[config.mk]
export PLATFORM = sky130hd
export DESIGN_NAME = alu_issue_stage
export DESIGN_NICKNAME = d
export VERILOG_FILES = /design/src/rtl/alu_issue_stage.sv
export SDC_FILE = /design/constraint.sdc
export NUM_CORES = 1
export LEC_CHECK = 0
export ABC_CLOCK_PERIOD_IN_PS = 4190
export BUFFER_PORTS_ARGS = -buffer_cell sky130_fd_sc_hd__buf_2
export CAP_MARGIN = 20
export CORE_MARGIN = 5
export CORE_UTILIZATION = 57
export CTS_CLUSTER_SIZE = 14
export DETAILED_ROUTE_END_ITERATION = 8
export PLACE_DENSITY = 0.86
export SYNTH_ARGS = -nofsm -noshare
export SYNTH_HDL_FRONTEND = slang
export SYNTH_SLANG_ARGS = --single-unit
[constraint.sdc]
create_clock -name clk -period 4.19 [get_ports clk]
set_input_delay 0.2095 -clock clk [delete_from_list [all_inputs] [get_ports clk]]
set_output_delay 0.2095 -clock clk [all_outputs]
set_load 0.01 [all_outputs]
[src/rtl/alu_issue_stage.sv]
// ALU issue stage: decodes opcode/funct into alu_ctrl, selects operand B, and issues
// {A, B, ctrl} through a 2-entry skid-buffered valid/ready register. Optional: ALU_ISSUE_TRAP_EN.
module alu_issue_stage #(
  parameter int XLEN   = 32,
  parameter int CTRL_W = 4
) (
  input  logic              clk,
  input  logic              reset,
  input  logic              in_valid,
  output logic              in_ready,
  input  logic [5:0]        opcode,
  input  logic [5:0]        funct,
  input  logic [XLEN-1:0]   rs_val,
  input  logic [XLEN-1:0]   rt_val,
  input  logic [15:0]       imm16,
  input  logic              flush,
  output logic              out_valid,
  input  logic              out_ready,
  output logic [XLEN-1:0]   alu_a,
  output logic [XLEN-1:0]   alu_b,
  output logic [CTRL_W-1:0] alu_ctrl
`ifdef ALU_ISSUE_TRAP_EN
  , output logic            ill_instr
`endif
);

  localparam logic [CTRL_W-1:0] C_AND = 4'b0000;
  localparam logic [CTRL_W-1:0] C_OR  = 4'b0001;
  localparam logic [CTRL_W-1:0] C_ADD = 4'b0010;
  localparam logic [CTRL_W-1:0] C_SUB = 4'b0110;
  localparam logic [CTRL_W-1:0] C_SLT = 4'b0111;
  localparam logic [CTRL_W-1:0] C_NOR = 4'b1100;
  localparam logic [CTRL_W-1:0] C_UNS = 4'b1111;

  logic [XLEN-1:0]   imm_sx, imm_zx, dec_b;
  logic [CTRL_W-1:0] dec_ctrl;

  assign imm_sx = {{(XLEN-16){imm16[15]}}, imm16};
  assign imm_zx = {{(XLEN-16){1'b0}}, imm16};

  always_comb begin
    dec_b    = rt_val;
    dec_ctrl = C_UNS;
    case (opcode)
      6'b000000: begin
        case (funct)
          6'b100000, 6'b100001: dec_ctrl = C_ADD;
          6'b100010, 6'b100011: dec_ctrl = C_SUB;
          6'b100100:            dec_ctrl = C_AND;
          6'b100101:            dec_ctrl = C_OR;
          6'b100111:            dec_ctrl = C_NOR;
          6'b101010:            dec_ctrl = C_SLT;
          default:              dec_ctrl = C_UNS;
        endcase
      end
      6'b100011, 6'b101011, 6'b001000: begin dec_ctrl = C_ADD; dec_b = imm_sx; end
      6'b001010:                       begin dec_ctrl = C_SLT; dec_b = imm_sx; end
      6'b001100:                       begin dec_ctrl = C_AND; dec_b = imm_zx; end
      6'b001101:                       begin dec_ctrl = C_OR;  dec_b = imm_zx; end
      6'b000100:                             dec_ctrl = C_SUB;
      default: begin dec_ctrl = C_UNS; dec_b = rt_val; end
    endcase
  end

  logic              out_valid_q, skid_valid_q, in_ready_q;
  logic [XLEN-1:0]   out_a_q, out_b_q, skid_a_q, skid_b_q;
  logic [CTRL_W-1:0] out_ctrl_q, skid_ctrl_q;
`ifdef ALU_ISSUE_TRAP_EN
  logic              out_ill_q, skid_ill_q;
`endif

  logic accept, slot_free;
  logic out_valid_d, skid_valid_d;
  logic ld_out_skid, ld_out_in, ld_skid;

  assign accept    = in_valid && in_ready_q && !flush;
  assign slot_free = !out_valid_q || out_ready;

  // Skid always drains first so FIFO order holds; flush overrides everything.
  always_comb begin
    out_valid_d  = out_valid_q;
    skid_valid_d = skid_valid_q;
    ld_out_skid  = 1'b0;
    ld_out_in    = 1'b0;
    ld_skid      = 1'b0;
    if (flush) begin
      out_valid_d  = 1'b0;
      skid_valid_d = 1'b0;
    end else if (slot_free) begin
      if (skid_valid_q) begin
        ld_out_skid  = 1'b1;
        out_valid_d  = 1'b1;
        skid_valid_d = accept;
        ld_skid      = accept;
      end else begin
        out_valid_d = accept;
        ld_out_in   = accept;
      end
    end else if (accept) begin
      skid_valid_d = 1'b1;
      ld_skid      = 1'b1;
    end
  end

  always_ff @(posedge clk) begin
    if (reset) begin
      out_valid_q  <= 1'b0;
      skid_valid_q <= 1'b0;
      in_ready_q   <= 1'b1;
      out_a_q      <= '0;
      out_b_q      <= '0;
      out_ctrl_q   <= '0;
      skid_a_q     <= '0;
      skid_b_q     <= '0;
      skid_ctrl_q  <= '0;
`ifdef ALU_ISSUE_TRAP_EN
      out_ill_q    <= 1'b0;
      skid_ill_q   <= 1'b0;
`endif
    end else begin
      out_valid_q  <= out_valid_d;
      skid_valid_q <= skid_valid_d;
      in_ready_q   <= !skid_valid_d;
      if (ld_out_skid) begin
        out_a_q    <= skid_a_q;
        out_b_q    <= skid_b_q;
        out_ctrl_q <= skid_ctrl_q;
`ifdef ALU_ISSUE_TRAP_EN
        out_ill_q  <= skid_ill_q;
`endif
      end else if (ld_out_in) begin
        out_a_q    <= rs_val;
        out_b_q    <= dec_b;
        out_ctrl_q <= dec_ctrl;
`ifdef ALU_ISSUE_TRAP_EN
        out_ill_q  <= (dec_ctrl == C_UNS);
`endif
      end
      if (ld_skid) begin
        skid_a_q    <= rs_val;
        skid_b_q    <= dec_b;
        skid_ctrl_q <= dec_ctrl;
`ifdef ALU_ISSUE_TRAP_EN
        skid_ill_q  <= (dec_ctrl == C_UNS);
`endif
      end
    end
  end

  assign in_ready  = in_ready_q;
  assign out_valid = out_valid_q;
  assign alu_a     = out_a_q;
  assign alu_b     = out_b_q;
  assign alu_ctrl  = out_ctrl_q;
`ifdef ALU_ISSUE_TRAP_EN
  assign ill_instr = out_ill_q;
`endif

endmodule

==> metrics.cfg <==
[outcome]
status = finished, final reports clean

[routing]
wirelength_mm = 20.4
wl_per_cell_um = 19.0
vias = 6956
firstDrtPassIters = 6
drt_iter0_drc = 978
viasPerCell = 6.48
drtAntennaViolNets = 0
drc = 0

[floorplan]
coreArea_mm2 = 0.0108
die_height_um = 115
fp.dieW_um = 115
ios = 167
start_util_pct = 57.9
rows = 38
die-area_mm2 = 0.0132

[timing]
fmax_mhz = 306
hold_ws_ns = 0.0188
fin_worst_skew_ns = 0.00886
worstMarginPinSlew_ns = 1.13
min_period_over_period_pct = 77.9
post-route-min-period_ns = 3.26
rsz0062_at_grt = no
max_slew_margin_pct = 24.5
setup_tns_ns = 0
hold_viol = 0
setup_viol = 0
slew_violations = 0

[final_layout]
area_growth_pct = 32.9
fin_nets = 1017
antenna_cells = 0
finish.utilization_pct = 77.0
drive_gt1_share_pct = 25.3
stdcell_area_mm2 = 0.00831
nFillCells = 699

[synthesis]
ys_ff_latch = 139
synthTopCellsByCount = 139 x dfxtp_1, 68 x a21oi_1, 66 x nand2_1, 51 x nor2_1, 43 x o21ai_0
synth_top_area_share_pct = 44.5
synth.largest_area_cell = dfxtp_1
syn-cell-area_mm2 = 0.00625
seq_area_frac_synth_pct = 44.5
post-synth-top-count-cell = dfxtp_1
synth_cells = 738
synth_ff_type = dfxtp_1
synth_edf_count = 0
synth.distinct_cells = 50
synth_nets = 835
synth_warnings = 0
synthTopCellsByArea = dfxtp_1 45%, a21oi_1 5.4%, nand2_1 4.0%
synthArstFlopShare_pct = 0
syn_area_per_cell_um2 = 8.47

[global_routing]
grt_pass1_wl_mm = 33.0
grt_max_degree = 104
grt_usage_pct = 30.6
gr-total-overflow = 0
grt_pass1_vias = 6745
antenna_found_initial = 0

[clock_network]
clockBufferDepth = 2
root_buffer = clkbuf_8
htreeDepth = 4
post-cts-setup-buffers = 0
cts_tree = done
clk_latency_ns = 0.53
cts_buffers = 17
clock_sinks = 139
cts_resized = 0
clk_pin_slew_ns = 0.06

[setup_path]
crit_required_ns = 4.66
worstPathArrival_ns = 3.73
crit_path_start_kind = flip-flop
path_class = reg2reg
endpoint_kind = flip-flop
crit_path_max_fanout = 24

[placement]
hpwlAfterDp_mm = 11.9
postPlaceCellArea_mm2 = 0.00704
place.gp.congestion = 0.863
portBuffers = 166

[job]
cap_violations = 0

[hold_path]
hold_class = in2reg

[power_and_ir_drop]
power_density_mw_per_mm2 = 407
vdd_drop_max_mv = 0.239
power.leakage_nw = 3.28

## logic make-up (layout without fill, tap and decap cells)
logic type / after synthesis / count (layout) / share of synthesized area (%)
compound gates: 270 / 270 / 29.3
simple gates: 241 / 241 / 19.4
flops: 139 / 139 / 44.5
buf+inv: 86 / 281 / 6.47
xor+xnor: 1 / 1 / 0.140
mux: 1 / 1 / 0.160
## metal layers
metal | global-route usage (%) | wire length, µm | vias up
met5 | 0 | 0 | -
met4 | 14.0 | 606 | 0
met3 | 6.03 | 1780 | 70
met2 | 49.8 | 9910 | 427
met1 | 39.2 | 8110 | 3304
li1 | - | - | 3155
## area by class of cell
| cell class | instances | area, µm² | share of cell area, % |
|---|---|---|---|
| clock buffers | 21 | 459 | 5.53 |
| repair buffers | 243 | 1610 | 19.4 |
| multi-input cells | 513 | 3090 | 37.2 |
| clock inverters | 11 | 165 | 1.99 |
| inverters | 6 | 22.5 | 0.271 |
| flip-flops and latches | 139 | 2780 | 33.5 |
| well taps | 140 | 175 | 2.11 |
## stage by stage
stage                     power (mW)  std cells  worst slack [ns]
final                           3.38       1073             0.927
after global routing            3.49       1073             0.767
after CTS                       3.37       1072              1.07
after detailed placement        1.77        978              1.53
after global placement          1.75        975              1.47
after floorplan                 1.62        738              2.64
## cells in the final DEF, fill, tap and decap left out, types with 5 or more instances in the layout
| cell | count |
|---|---|
| a211oi_2 | 15 |
| a21oi_1 | 68 |
| a22oi_1 | 19 |
| a31o_1 | 16 |
| and3b_1 | 17 |
| buf_2 | 165 |
| buf_4 | 12 |
| clkbuf_16 | 16 |
| dfxtp_1 | 139 |
| dlygate4sd3_1 | 62 |
| inv_1 | 5 |
| nand2_1 | 66 |
| nand3_1 | 19 |
| nand4_1 | 16 |
| nor2_1 | 51 |
| nor3_1 | 36 |
| nor4_1 | 17 |
| o2111ai_1 | 16 |
| o21ai_0 | 43 |
| o21ai_1 | 10 |
| o221ai_1 | 16 |
| o22ai_1 | 35 |
| o31ai_1 | 16 |
## final timing paths
path	startpoint	endpoint	slack, ns	cells past startpoint
setup / recovery	skid_valid_q	alu_b[8]	0.93	5
hold / removal	imm16[11]	alu_b[11]	0.02	3
setup reg to reg	skid_valid_q	alu_b[8]	0.93	5
hold reg to reg	skid_a_q[14]	skid_a_q[14]	0.46	2
## state kept, by name, summed over array words and instances (netlist names)
register / flops
alu_a: 32
alu_b: 32
skid_a_q: 32
skid_b_q: 32
alu_ctrl: 4
skid_ctrl_q: 4
in_ready: 1
out_valid: 1
skid_valid_q: 1
## worst max-delay path, cell delays in order (launching register included)
cell,delay (ns)
dfxtp_1,0.58
a21oi_2,0.86
or3_1,0.78
a22oi_1,0.15
o221ai_1,0.24
dlygate4sd3_1,0.59
## power by group
part	total, mW	switching, mW	internal [mW]
registers	1.40	0.0289	1.37
logic	0.402	0.229	0.172
clock network	1.58	0.565	1.01
## repair_timing
action,in CTS,in global routing
hold buffers,62,0
setup endpoints to repair,0,0
endpoints found under the hold margin,89,0
(Power assumes the default switching activity.)
